--- src/rtl/core_pkg.sv ---
// Shared encodings and types for the core's pipeline control logic.
package core_pkg;

  typedef logic [4:0] reg_addr_t;

  localparam logic [1:0] WB_SEL_ALU  = 2'b00;
  localparam logic [1:0] WB_SEL_LOAD = 2'b10;

  localparam logic [1:0] FWD_RF = 2'b00;
  localparam logic [1:0] FWD_W  = 2'b01;
  localparam logic [1:0] FWD_M  = 2'b10;

  // Destination info for one in-flight instruction past E.
  typedef struct packed {
    reg_addr_t  waddr;
    logic       reg_wr;
    logic [1:0] wb_sel;
  } stage_info_t;

endpackage

--- src/rtl/hazard_fwd_sel.sv ---
// Forward-select comparator for one execute-stage operand; M beats W, x0 never forwards.
module hazard_fwd_sel
  import core_pkg::*;
(
  input  reg_addr_t  rs_i,
  input  reg_addr_t  waddr_m_i,
  input  logic       reg_wr_m_i,
  input  reg_addr_t  waddr_w_i,
  input  logic       reg_wr_w_i,
  output logic [1:0] sel_o
);

  always_comb begin
    // NOTE: default assigned first so every path drives sel_o and no latch is inferred.
    sel_o = FWD_RF;
    if (reg_wr_m_i && (waddr_m_i != '0) && (waddr_m_i == rs_i)) begin
      sel_o = FWD_M;
    end else if (reg_wr_w_i && (waddr_w_i != '0) && (waddr_w_i == rs_i)) begin
      sel_o = FWD_W;
    end
  end

endmodule

--- src/rtl/hazard_unit.sv ---
// Pipeline hazard controller: M/W shadow pipeline, forwarding selects,
// load-use stall, branch flush and stall/flush event counters.
module hazard_unit
  import core_pkg::*;
#(
  parameter logic [1:0] WB_LOAD = WB_SEL_LOAD,
  parameter int         CNT_W   = 32
) (
  input  logic             clk,
  input  logic             rst,
  input  logic [4:0]       raddr1D,
  input  logic [4:0]       raddr2D,
  input  logic [4:0]       raddr1E,
  input  logic [4:0]       raddr2E,
  input  logic [4:0]       waddrE,
  input  logic             reg_wrE,
  input  logic [1:0]       wb_selE,
  input  logic             br_takenE,
  output logic [1:0]       forward_AE,
  output logic [1:0]       forward_BE,
  output logic             StallF,
  output logic             StallD,
  output logic             FlushD,
  output logic             FlushE,
  output logic [CNT_W-1:0] stall_cnt,
  output logic [CNT_W-1:0] flush_cnt
);

  stage_info_t      m_q;
  reg_addr_t        waddr_w_q;
  logic             reg_wr_w_q;
  logic             bubble_q;
  logic [CNT_W-1:0] stall_cnt_q;
  logic [CNT_W-1:0] flush_cnt_q;

  logic effe_wr;
  logic effe_load;
  logic lwstall;

  // A flushed ID/EX register still carries stale fields, so mask them here.
  assign effe_wr   = reg_wrE & ~bubble_q;
  assign effe_load = effe_wr & (wb_selE == WB_LOAD);
  assign lwstall   = effe_load & (waddrE != '0) &
                     ((waddrE == raddr1D) | (waddrE == raddr2D));

  // A taken branch squashes the stalled decode instruction, so it overrides the stall.
  assign StallF = lwstall & ~br_takenE;
  assign StallD = lwstall & ~br_takenE;
  assign FlushD = br_takenE;
  assign FlushE = lwstall | br_takenE;

  hazard_fwd_sel u_fwd_a (
    .rs_i       (raddr1E),
    .waddr_m_i  (m_q.waddr),
    .reg_wr_m_i (m_q.reg_wr),
    .waddr_w_i  (waddr_w_q),
    .reg_wr_w_i (reg_wr_w_q),
    .sel_o      (forward_AE)
  );

  hazard_fwd_sel u_fwd_b (
    .rs_i       (raddr2E),
    .waddr_m_i  (m_q.waddr),
    .reg_wr_m_i (m_q.reg_wr),
    .waddr_w_i  (waddr_w_q),
    .reg_wr_w_i (reg_wr_w_q),
    .sel_o      (forward_BE)
  );

  always_ff @(posedge clk or negedge rst) begin
    if (!rst) begin
      m_q         <= '0;
      waddr_w_q   <= '0;
      reg_wr_w_q  <= 1'b0;
      bubble_q    <= 1'b1;
      stall_cnt_q <= '0;
      flush_cnt_q <= '0;
    end else begin
      // NOTE: non-blocking so W captures the old M value in the same edge M updates.
      m_q         <= '{waddr: waddrE, reg_wr: effe_wr, wb_sel: wb_selE};
      waddr_w_q   <= m_q.waddr;
      reg_wr_w_q  <= m_q.reg_wr;
      bubble_q    <= FlushE;
      if (StallF)    stall_cnt_q <= stall_cnt_q + 1'b1;
      if (br_takenE) flush_cnt_q <= flush_cnt_q + 1'b1;
    end
  end

  assign stall_cnt = stall_cnt_q;
  assign flush_cnt = flush_cnt_q;

  // wb_sel in M is kept for visibility of the load in flight; nothing consumes it yet.
  logic unused_wb_sel_m;
  assign unused_wb_sel_m = ^m_q.wb_sel;

endmodule

--- config.mk ---
export PLATFORM = sky130hd
export DESIGN_NAME = hazard_unit
export DESIGN_NICKNAME = d
export VERILOG_FILES = /design/src/rtl/core_pkg.sv /design/src/rtl/hazard_fwd_sel.sv /design/src/rtl/hazard_unit.sv
export SDC_FILE = /design/constraint.sdc
export NUM_CORES = 1
export LEC_CHECK = 0
export BUFFER_PORTS_ARGS = -buffer_cell sky130_fd_sc_hd__buf_2
export CAP_MARGIN = 20
export CELL_PAD_IN_SITES_DETAIL_PLACEMENT = 0
export CELL_PAD_IN_SITES_GLOBAL_PLACEMENT = 1
export CORE_ASPECT_RATIO = 0.7
export CORE_MARGIN = 1.5
export CORE_UTILIZATION = 36
export DETAILED_ROUTE_END_ITERATION = 7
export GPL_TIMING_DRIVEN = 0
export MAX_ROUTING_LAYER = met4
export PLACE_DENSITY = 0.81
export SKIP_LAST_GASP = 1
export SYNTH_ARGS = -nofsm -noshare
export SYNTH_HDL_FRONTEND = slang
export SYNTH_SLANG_ARGS = --single-unit
--- constraint.sdc ---
create_clock -name clk -period 1.66 [get_ports clk]
set_input_delay 0.083 -clock clk [delete_from_list [all_inputs] [get_ports clk]]
set_output_delay 0.083 -clock clk [all_outputs]
set_load 0.01 [all_outputs]
After elaboration in Yosys (flattened, before gate mapping)
Cells that the tools add are included.
{"block": "classes", "add_sub_neg": 2, "n_eq_ne": 7, "muxes": 4, "n_bitwise": 9, "reduce_logical": 9}
{"operator": "$add 32x1->32 const B", "count": 2}
{"operator": "$eq 5x5->1", "count": 6}
{"operator": "$reduce_bool 5->1", "count": 3}
{"operator": "$logic_and 1x1->1", "count": 6}
{"operator": "$and 1x1->1", "count": 5}
{"operator": "$mux 2", "count": 2}
{"operator": "$eq 2x2->1 const B", "count": 1}
{"operator": "$mux 1", "count": 2}
{"operator": "$not 1->1", "count": 2}
{"operator": "$or 1x1->1", "count": 2}
{"block": "word_totals", "ff_bits": 77, "input_bits": 31, "out_inout_bits": 72, "word_cells": 38}

Longest topological paths before layout
Gate-level depths: netlist of run 1.
{"block": "depth", "ltp_word": 6, "ltp_mapped": 6, "depth_no_buf": 6}

Modules after synthesis
From an unflattened synthesis of run 1, not the netlist that was laid out.
{"block": "hier_totals", "cells_unflattened": 342, "area_unflattened_um2": 3779.9}
{"module": "hazard_unit", "instances": 1, "cells_each": 302, "area_per_inst_um2": 3477.1, "seq_area_each_um2": 1928.1}
{"module": "hazard_fwd_sel", "instances": 2, "cells_each": 20, "area_per_inst_um2": 151.4, "seq_area_each_um2": 0.0}

Least setup slack after synthesis of run 1
OpenSTA, ideal clock, no wires.
{"block": "synth_path", "path_kind": "register to output", "start": "register m_q[3] in the netlist's numbering", "end": "output forward_AE[0]", "arrival_time_ps": 1693, "t_required_ps": 1577, "setup_slack_ps": -116, "stages_incl_launch_ff": 5, "path_buffers": 0, "path_cell_list": "dfrtp_1 > or4_1 > o21ai_0 > nor4_1 > nor4_1"}
{"block": "synth_between", "elab_chain_cells": 4, "elab_cells_between_ends": 5, "cone_classes": "eq/ne: 1; mux: 1; reduce/logical: 3"}
{"element": "from (decl)", "line": "hazard_unit.sv:29", "rtl": "stage_info_t m_q;"}
{"element": "from (signal assigned)", "line": "hazard_unit.sv:80", "rtl": "m_q <= '{waddr: waddrE, reg_wr: effe_wr, wb_sel: wb_selE};"}
{"element": "$reduce_bool 5->1", "line": "hazard_fwd_sel.sv:16", "rtl": "if (reg_wr_m_i && (waddr_m_i != '0) && (waddr_m_i == rs_i)) begin"}
{"element": "$logic_and 1x1->1", "line": "hazard_fwd_sel.sv:16"}
{"element": "$logic_and 1x1->1 *", "line": "hazard_fwd_sel.sv:16"}
{"element": "$mux 2 *", "line": "hazard_fwd_sel.sv:16"}
{"element": "to (decl)", "line": "hazard_unit.sv:19", "rtl": "output logic [1:0] forward_AE,"}
Mark *: on every way between the ends. The rest lies on a longest branch, timed or not.

Worst setup path in the final report of run 1
{"block": "layout_path", "start": "register waddr_w_q[0]", "end": "output forward_AE[0]"}
{"block": "layout_between", "elab_chain_cells": 5, "elab_cells_between_ends": 6, "cone_classes": "eq/ne: 1; mux: 2; reduce/logical: 3"}
{"element": "from (decl)", "line": "hazard_unit.sv:30", "rtl": "reg_addr_t waddr_w_q;"}
{"element": "from (signal assigned)", "line": "hazard_unit.sv:81", "rtl": "waddr_w_q <= m_q.waddr;"}
{"element": "$reduce_bool 5->1", "line": "hazard_fwd_sel.sv:18", "rtl": "end else if (reg_wr_w_i && (waddr_w_i != '0) && (waddr_w_i == rs_i)) begin"}
{"element": "$logic_and 1x1->1", "line": "hazard_fwd_sel.sv:18"}
{"element": "$logic_and 1x1->1 *", "line": "hazard_fwd_sel.sv:18"}
{"element": "$mux 1 *", "line": "hazard_fwd_sel.sv:18"}
{"element": "$mux 2 *", "line": "hazard_fwd_sel.sv:16"}
Marks and branches as above.

==> results of run 1 <==
tightest hold or removal path, stage by stage:
cell and delay, ns:
buf_2 0.10, nor2b_4 0.13, buf_4 0.12
area by class of cell:
cell class | count | area (µm²)
Sequential cell | 77 | 1940
Clock inverter | 4 | 95.1
Inverter | 4 | 15.0
Timing Repair Buffer | 165 | 1090
Multi-Input combinational cell | 240 | 2330
Fill cell | 805 | 3880
Tap cell | 128 | 160
Buffer | 9 | 87.6
Clock buffer | 12 | 246
synthesized netlist by cell type, types with 4 or more instances:
master and n:
nand4_1 15, xor2_1 58, nor4_1 23, inv_1 4
clkbuf_1 5, nand2_1 27, and3_1 5, nor3_1 11
dfrtp_1 76, or4_1 5, nand3_1 21, nor2_1 11
xnor2_1 34
power by group:
group          total [mW]  switching [mW]  internal [mW]
combinational       0.714           0.366          0.348
sequential           2.11           0.127           1.99
clock                2.24           0.732           1.51
logic make-up after synthesis:
group | count (synthesis) | synth area share (%)
fa+ha+maj | 2 | 0.676
flops | 77 | 52.1
buf+inv | 15 | 1.89
compound gates | 5 | 1.08
simple gates | 139 | 21.9
mux | 2 | 0.608
xor+xnor | 92 | 21.8
timing repair:
item | in CTS | in global routing
resized for setup | 53 | 63
gates cloned | 1 | 0
hold endpoints to repair | 37 | 0
buffers inserted | 31 | 25
setup endpoints to repair | 56 | 55
pin swaps | 21 | 43
hold buffers | 6 | 0
sequential cells by signal, summed over array words and instances, names as in the netlist:
register	flops
bubble_q	1
flush_cnt	32
stall_cnt	32
m_q	6
reg_wr_w_q	1
waddr_w_q	5
metal layers:
metal	vias to the layer above	track usage [%]	routed length, µm
li1	1511	-	-
met1	1627	25.3	4770
met2	89	31.4	5020
met3	6	5.14	543
met4	0	5.17	56
met5	-	-	0
worst max path at each step:
stage                 start       endpoint  slack, ns
3_5_place_dp      waddrE[0]   stall_cnt[2]      -0.42
6_report       waddr_w_q[0]  forward_AE[0]      -0.31
3_3_place_gp      waddrE[2]  stall_cnt[31]      -0.40
4_1_cts              m_q[3]  forward_AE[0]      -0.34
5_1_grt        waddr_w_q[0]  forward_AE[0]      -0.39
2_1_floorplan  stall_cnt[6]  stall_cnt[20]      -0.03
==> flow_summary_export.csv, run 1 <==
group,metric,value,unit
timing,max-slew-margin-rel,48.2,%
timing,setup_tns,-1.60,ns
drt,drt_wl_total,10400,µm
synthesis,synth_area_leader_cell,"dfrtp_1",
clock_tree,numClockSinks,77,
timing,setup_viol,17,
global_route,wire_length_of_the_first_global_routing_pass,15900,µm
die,initial_util,37.6,%
drt,vias,3233,
synthesis,synth-warning-count,0,
die,die_width,124,µm
synthesis,post_synthesis_average_cell_area,11.1,µm²
timing,finalHoldViolations,0,
synthesis,synth_top_cells_by_area,"dfrtp_1, xor2_1, xnor2_1",
critical_path,delay_contributed_by_the_slowest_stage_of_the_critical_path,0.48,ns
clock_tree,worst_skew_pair.late_latency,0.33,ns
critical_path,end_kind,"primary output",
timing,fin_hold_ws,0.141,ns
critical_path,crit_reg_reg_endpoint,"stall_cnt[28]",
layout,layout.cells.most_common,"buf_2",
critical_path,worst_r2r_startpoint,"stall_cnt[1]",
timing,worst_clock_skew,0.00631,ns
synthesis,yosysUniqueCellTypes,34,
run,max-cap-violations,0,
timing,report.final.slew_viol_count,0,
min_path,hold_wc_path_type,"primary input to register",
layout,final_core_utilization,60.5,%
synthesis,postSynth.asyncResetShare,100,%
die,fp.coreArea,9830,µm²
timing,fin_crit_sh,119,%
critical_path,critPathLaunchType,"register",
synthesis,synth_nets,365,
pwr,p_leak,3.18,nW
clock_tree,tritoncts,"yes",
placement,dpl.hpwl,6550,µm
clock_tree,clock-root-buffer,"clkbuf_16",
pwr,total_power,5.07,mW
layout,most_frequent_cells_in_the_layout,"buf_2, dfrtp_1, xor2_1, buf_4, xnor2_1",
synthesis,yosysTopAreaCellShare,51.4,%
drt,dr.pass1.iters,4,
clock_tree,cts_made_buffers,9,
placement,detailedPlace.worstSlack,-0.422,ns
placement,placed_cells,563,
placement,gpl.final_weighted_congestion,0.855,
critical_path,worst-path-buf-inv,2,
critical_path,worst_path_dominant_cell_family,"simple AND/OR/NAND/NOR gates",
min_path,timing.hold.worst_path_depth,3,
die,floorplan.io_pins,103,
die,die_h,87.8,µm
critical_path,timing.setup.critical_path_class,"register to primary output",
timing,setup_slack,-0.310,ns
critical_path,slowest_stage,"or4_4",
drt,post_drt_via_cell_ratio,5.06,
synthesis,synth_flop_cell,"dfrtp_1",
layout,layout-drive-gt1-share,51.3,%
critical_path,worst_r2r_path_depth,7,
critical_path,cp_max_fo,2,
clock_tree,clock_path_buffers,2,
layout,final_cell_area,5950,µm²
critical_path,critical_path_depth,5,
critical_path,reg2reg_slack,-0.09,ns
critical_path,timing.critical_path.required,1.58,ns
die,rows,30,
global_route,track_usage,19.8,%
drt,postRouteAntennaNets,0,
clock_tree,clk_transition_reported_paths,0.05,ns
synthesis,synth-edff-count,0,
global_route,globalRoute.totalOverflow,0,
pwr,cellPowerDensity,851,nW/µm²
min_path,hold_start,"reg_wrE",
synthesis,synth_sequential_area_ratio,52.1,%
outcome,failed_checks,"negative setup slack",
drt,routedWlPerCell,16.3,µm
synthesis,synth_seq_cells,77,
layout,nets,539,
drt,drt-initial-drc-count,146,
global_route,pin_count_of_the_biggest_net_entering_global_routing,46,
timing,finalCriticalPeriod,1.97,ns
global_route,vias_in_the_first_global_route,3214,
pwr,vdd_drop_max,0.000808,V
layout,antenna-diode-count,0,
layout,synthToLayoutAreaGrowth,60.9,%
timing,rsz0062_at_grt,"yes",
timing,max_slew.worst_pin.slew,0.777,ns
layout,post_layout_cell_count,639,
clock_tree,h_tree_lvl_count,3,
die,floorplan.die_area,10900,µm²
critical_path,worstPathArrival,1.89,ns
min_path,worst_hold_endpoint,"m_q[2]",
drt,remaining_drc_errors,0,
critical_path,timing.critical_path.cells,"buf_6 -> xor2_1 -> or4_4 -> nor4_2 -> buf_2",
placement,portBuffers,102,
synthesis,netlist_area,3700,µm²
global_route,antenna_violations_before_repair,0,
placement,detailed_place.area,4510,µm²
timing,max_freq,508,MHz
outcome,run_status,"finished with violations",
synthesis,post_syn_instances,332,
(Power assumes the default switching activity.)
==> inputs of run 2 (changes only) <==
ABC_AREA = 1   (was default)
CORE_UTILIZATION = 35   (was 36)
PLACE_DENSITY = 0.82   (was 0.81)
==> run 2 against run 1 <==
  * The run now ends clean
  * Clock power is 9.4% lower
  * Non-clock buffer count is 29 lower
  * Clock skew is 0.0012 ns higher
  * Via count is 46% higher
  * Count of clock-buffer cells in the layout is 1 lower
  * Highest routed layer unchanged
==> flow_summary_export.csv, run 2 <==
group,metric,value,unit
outcome,run_status,"finished clean",
timing,max_slew.worst_pin.slew,0.552,ns
drt,routedWlPerCell,14.6,µm
synthesis,synth_seq_cells,77,
run,max-cap-violations,0,
critical_path,end_kind,"register",
critical_path,timing.setup.critical_path_class,"register to register",
clock_tree,clock_path_buffers,2,
layout,most_frequent_cells_in_the_layout,"nand2_1, buf_2, nor2_1, inv_1, dfrtp_1",
placement,portBuffers,101,
min_path,hold_start,"br_takenE",
min_path,timing.hold.worst_path_depth,3,
synthesis,yosysTopAreaCellShare,40.6,%
synthesis,yosysUniqueCellTypes,26,
synthesis,synth-edff-count,0,
synthesis,post_syn_instances,645,
critical_path,worst_r2r_path_depth,7,
synthesis,netlist_area,4690,µm²
placement,detailed_place.area,5430,µm²
clock_tree,cts_made_buffers,9,
critical_path,cp_max_fo,5,
min_path,worst_hold_endpoint,"flush_cnt[7]",
clock_tree,numClockSinks,77,
global_route,vias_in_the_first_global_route,4371,
synthesis,synth_area_leader_cell,"dfrtp_1",
layout,layout-drive-gt1-share,27.8,%
pwr,vdd_drop_max,0.000657,V
critical_path,slowest_stage,"dfrtp_1",
global_route,wire_length_of_the_first_global_routing_pass,22500,µm
critical_path,critPathLaunch,"flush_cnt[1]",
timing,report.final.slew_viol_count,0,
min_path,hold_wc_path_type,"primary input to register",
synthesis,post_synthesis_average_cell_area,7.27,µm²
pwr,cellPowerDensity,797,nW/µm²
timing,fin_crit_sh,98.4,%
synthesis,synth_nets,678,
layout,final_core_utilization,46.8,%
synthesis,synth_top_cells_by_area,"dfrtp_1, nand2_1, nor2_1",
die,rows,35,
global_route,globalRoute.totalOverflow,0,
layout,final_cell_area,6150,µm²
die,die_width,141,µm
timing,finalHoldViolations,0,
critical_path,crit_reg_reg_endpoint,"flush_cnt[12]",
pwr,p_leak,3.08,nW
synthesis,synth_flop_cell,"dfrtp_1",
critical_path,reg2reg_slack,0.03,ns
timing,rsz0062_at_grt,"yes",
synthesis,post-synth-top-count-cell,"nand2_1",
clock_tree,worst_skew_pair.late_latency,0.34,ns
synthesis,postSynth.asyncResetShare,100,%
timing,setup_slack,0.0267,ns
timing,max_freq,612,MHz
synthesis,synth_sequential_area_ratio,41.1,%
global_route,pin_count_of_the_biggest_net_entering_global_routing,45,
timing,finalCriticalPeriod,1.63,ns
layout,nFillCells,1331,
synthesis,synth-warning-count,0,
placement,dpl.hpwl,10300,µm
drt,vias,4714,
clock_tree,clk_transition_reported_paths,0.06,ns
critical_path,crit_top_cell,"nand2_4",
die,floorplan.io_pins,103,
critical_path,worstPathArrival,1.89,ns
placement,gpl.final_weighted_congestion,0.908,
layout,synthToLayoutAreaGrowth,31.2,%
die,initial_util,35.7,%
critical_path,critPathLaunchType,"register",
timing,worst_clock_skew,0.00755,ns
drt,remaining_drc_errors,0,
global_route,antenna_violations_before_repair,0,
drt,post_drt_via_cell_ratio,4.94,
layout,antenna-diode-count,0,
clock_tree,h_tree_lvl_count,3,
layout,nets,817,
timing,setup_viol,0,
timing,max-slew-margin-rel,63.2,%
critical_path,delay_contributed_by_the_slowest_stage_of_the_critical_path,0.40,ns
die,fp.coreArea,13100,µm²
die,floorplan.die_area,14100,µm²
drt,drt_wl_total,14000,µm
critical_path,timing.critical_path.required,1.92,ns
clock_tree,tritoncts,"yes",
global_route,track_usage,21.1,%
drt,postRouteAntennaNets,0,
critical_path,worst_r2r_startpoint,"flush_cnt[1]",
critical_path,timing.critical_path.cells,"ha_2 -> nand2_4 -> nor2_4 -> nand2_4 -> nor3b_4 -> buf_4 -> xor2_1",
layout,layout.cells.most_common,"nand2_1",
drt,drt-initial-drc-count,342,
die,die_h,99.8,µm
clock_tree,clock-root-buffer,"clkbuf_16",
placement,detailedPlace.worstSlack,-0.256,ns
synthesis,synth_commonest_cells,"nand2_1, nor2_1, dfrtp_1",
drt,dr.pass1.iters,5,
run 2: how the worst max path moves through the flow:
stage | endpoint | slack, ns | depth (start not counted)
6_report | flush_cnt[12] | 0.03 | 7
4_1_cts | FlushE | -0.02 | 7
3_3_place_gp | stall_cnt[30] | -0.22 | 8
5_1_grt | flush_cnt[12] | -0.09 | 7
3_5_place_dp | stall_cnt[30] | -0.26 | 8
2_1_floorplan | stall_cnt[22] | 0.15 | 8
run 2: through the flow:
stage	setup TNS [ns]	total power, mW	instances	hold WS, ns
finish	0	4.90	955	0.202
global route	-0.325	5.13	955	0.229
CTS	-0.0240	4.87	945	0.193
detailed placement	-1.46	2.75	913	0.0713
global placement	-9.96	2.72	912	0.232
floorplan	0	2.46	645	-0.213
run 2: cell families (layout without fill, tap and decap cells):
group                      count (synthesis)  after routing  share of synthesized area (%)
AOI/OAI and AO/OA                          2              2                          0.213
DFF                                       77             77                           41.1
and+or+nand+nor                          420            420                           40.2
xor gates and xnor gates                  55             55                           10.3
buffers and inverters                     89            233                           7.63
adders and majority gates                  2              2                          0.534
run 2: repair_timing:
action,4_1_cts,5_1_grt
resized for setup,14,55
endpoints found under the hold margin,39,0
hold buffers,7,0
endpoints found under the setup margin,19,37
pin swaps,2,11
setup buffers,9,11
run 2: final cells by class:
class                   count  area [µm²]  area share (%)
multi-input cells         479        2570            41.8
flip-flops and latches     77        1950            31.7
repair buffers            129         762            12.4
inverters                  72         270            4.39
clock buffers              11         243            3.94
well taps                 166         208            3.37
plain buffers              16        92.6            1.50
clock inverters             5        60.1           0.976
run 2: power by group:
group | switching, mW | total (mW) | internal, mW
logic | 0.418 | 0.761 | 0.344
clock network | 0.816 | 2.03 | 1.21
registers | 0.134 | 2.12 | 1.98
total | 1.37 | 4.90 | 3.54
run 2: worst max-delay path: cells and delay by family (launching register included):
kind / cells / cell delay [ns]
buffers and inverters: 1 / 0.17
DFF: 1 / 0.40
and+or+nand+nor: 4 / 0.62
xor gates and xnor gates: 1 / 0.14
adders and majority gates: 1 / 0.23
run 2: routing by layer:
| layer | share of wire, % | vias to the layer above | track usage [%] | wire (µm) |
|---|---|---|---|---|
| li1 | - | 2320 | - | - |
| met1 | 50 | 2242 | 30.7 | 6960 |
| met2 | 43 | 139 | 30.2 | 5990 |
| met3 | 6.3 | 13 | 4.29 | 878 |
| met4 | 0.90 | 0 | 4.73 | 126 |
| met5 | 0 | - | - | 0 |
==> inputs of run 3 (changes only) <==
RECOVER_POWER = 50   (was default)
SYNTH_HIERARCHICAL = 1   (was default)
==> run 3 against run 2 <==
  * Non-clock buffer count decreased by 1
  * First-iteration DRC count decreased by 26%
  * Sequential power increased by 2%
  * Clock power increased by 3%
  * Sequential share of layout area decreased by 1.5 points
  * Largest cell class unchanged
  * Highest routed layer unchanged
==> flow_summary_export.csv, run 3 <==
group,metric,value,unit
clock_tree,worst_skew_pair.late_latency,0.33,ns
placement,detailedPlace.worstSlack,-0.130,ns
synthesis,synth_commonest_cells,"nand2_1, inv_1, nor2_1",
timing,max_slew.worst_pin.slew,0.733,ns
global_route,wire_length_of_the_first_global_routing_pass,21700,µm
synthesis,synth_area_leader_cell,"dfrtp_1",
global_route,vias_in_the_first_global_route,4279,
synthesis,synth_seq_cells,77,
global_route,pin_count_of_the_biggest_net_entering_global_routing,52,
synthesis,synth_top_cells_by_area,"dfrtp_1, nand2_1, inv_1",
timing,setup_slack,0.0138,ns
critical_path,slowest_stage,"dfstp_2",
clock_tree,numClockSinks,77,
die,floorplan.io_pins,103,
die,fp.coreArea,13900,µm²
min_path,hold_wc_path_type,"primary input to register",
critical_path,worst-path-buf-inv,2,
die,die_h,102,µm
drt,drt_wl_total,13600,µm
clock_tree,clock-root-buffer,"clkbuf_16",
layout,final_core_utilization,46.5,%
layout,antenna-diode-count,0,
timing,max_freq,607,MHz
critical_path,timing.setup.critical_path_class,"register to primary output",
timing,setup_viol,0,
synthesis,synth_sequential_area_ratio,39.0,%
global_route,track_usage,19.0,%
timing,setup_tns,0,ns
placement,dpl.hpwl,10200,µm
layout,layout.cells.most_common,"nand2_1",
clock_tree,clock_path_buffers,2,
clock_tree,cts_made_buffers,9,
synthesis,post_synthesis_average_cell_area,6.84,µm²
synthesis,synth_nets,756,
critical_path,delay_contributed_by_the_slowest_stage_of_the_critical_path,0.54,ns
die,die_width,145,µm
synthesis,netlist_area,4950,µm²
synthesis,post_syn_instances,723,
layout,synthToLayoutAreaGrowth,30.3,%
pwr,vdd_drop_max,0.000551,V
global_route,antenna_violations_before_repair,0,
drt,post_drt_via_cell_ratio,4.57,
critical_path,timing.critical_path.cells,"nor2_4 -> nand4_1 -> buf_4 -> a21oi_4 -> or2_4 -> buf_6",
synthesis,yosysUniqueCellTypes,33,
die,initial_util,35.7,%
layout,nets,896,
synthesis,synth-edff-count,0,
layout,multi_input_comb_area,2670,µm²
placement,portBuffers,101,
timing,fin_hold_ws,0.159,ns
timing,finalHoldViolations,0,
drt,drt-initial-drc-count,254,
clock_tree,clk_transition_reported_paths,0.06,ns
critical_path,timing.critical_path.required,1.58,ns
run,max-cap-violations,0,
synthesis,post-synth-top-count-cell,"nand2_1",
pwr,cellPowerDensity,786,nW/µm²
synthesis,synth_flop_cell,"dfrtp_1",
synthesis,postSynth.asyncResetShare,100,%
critical_path,end_kind,"primary output",
global_route,globalRoute.totalOverflow,0,
clock_tree,h_tree_lvl_count,3,
timing,max-slew-margin-rel,51.1,%
pwr,p_leak,3.28,nW
timing,worst_clock_skew,0.00779,ns
drt,postRouteAntennaNets,0,
synthesis,synth-warning-count,6,
timing,finalCriticalPeriod,1.65,ns
layout,nFillCells,1476,
die,rows,36,
outcome,run_status,"finished clean",
placement,gpl.final_weighted_congestion,0.891,
synthesis,yosysTopAreaCellShare,38.5,%
timing,rsz0062_at_grt,"yes",
die,floorplan.die_area,14900,µm²
drt,dr.pass1.iters,5,
critical_path,cp_max_fo,3,
layout,layout.area.seq,1940,µm²
critical_path,worstPathArrival,1.56,ns
drt,remaining_drc_errors,0,
critical_path,worst_path_dominant_cell_family,"flip-flops",
placement,detailed_place.area,5720,µm²
clock_tree,tritoncts,"yes",
timing,fin_crit_sh,99.2,%
layout,final_cell_area,6450,µm²
layout,layout-drive-gt1-share,26.6,%
drt,routedWlPerCell,12.8,µm
critical_path,critPathLaunchType,"register",
layout,most_frequent_cells_in_the_layout,"nand2_1, inv_1, buf_2, nor2_1, dfrtp_1",
drt,vias,4839,
timing,report.final.slew_viol_count,0,
run 3: cell type report:
type / instances / area share [%]
plain buffers: 14 / 1.53
clock buffers: 10 / 3.55
clock inverters: 6 / 1.34
inverters: 112 / 6.52
multi-input cells: 519 / 41.3
flip-flops and latches: 77 / 30.2
well taps: 190 / 3.69
repair buffers: 130 / 11.9
run 3: cells by family (layout without fill, tap and decap cells):
logic type	count (synthesis)	count (layout)	synth area share [%]
compound gates	27	27	3.31
xor+xnor	36	36	6.37
fa+ha+maj	2	2	0.506
buf+inv	127	272	10.4
flops	77	77	39.0
mux	1	1	0.202
simple gates	453	453	40.2
run 3: final timing paths:
kind / end / slack, ns / cells past startpoint / startpoint
min: flush_cnt[2] / 0.16 / 4 / br_takenE
max in group asynchronous: stall_cnt[11] / 0.58 / 3 / rst
min in group asynchronous: flush_cnt[12] / 0.34 / 2 / rst
min reg2reg: reg_wr_w_q / 0.43 / 0 / m_q[2]
max: FlushE / 0.01 / 6 / bubble_q
max reg2reg: flush_cnt[26] / 0.03 / 9 / flush_cnt[1]
run 3: routing by layer:
layer	global-route usage [%]	routed length, µm	vias up	part of all wire, %
li1	-	-	2526	-
met1	28.3	7340	2204	54
met2	26.7	5630	97	41
met3	3.35	480	12	3.5
met4	3.69	138	0	1.0
met5	-	0	-	0
run 3: tightest hold or removal path, delay by kind of cell:
| kind | cells | cell delay, ns |
|---|---|---|
| buffers and inverters | 2 | 0.21 |
| AND/OR/NAND/NOR | 1 | 0.10 |
| XOR/XNOR | 1 | 0.06 |
run 3: report_power, final:
group          internal, mW  total [mW]  switching, mW
sequential             1.99        2.16          0.170
clock                  1.32        2.09          0.777
combinational         0.357       0.812          0.455
total                  3.67        5.07           1.40
run 3: metrics by stage:
step,cells,power (mW)
global placement,1014,2.82
floorplan,723,2.54
global route,1058,5.36
finish,1058,5.07
detailed placement,1015,2.84
CTS,1047,5.02
run 3: what timing repair did:
action,in CTS,in global routing
gates resized for setup,14,50
hold buffers,7,0
buffers inserted,9,12
hold endpoints to repair,32,0
pin swaps,5,10
setup endpoints to repair,16,33
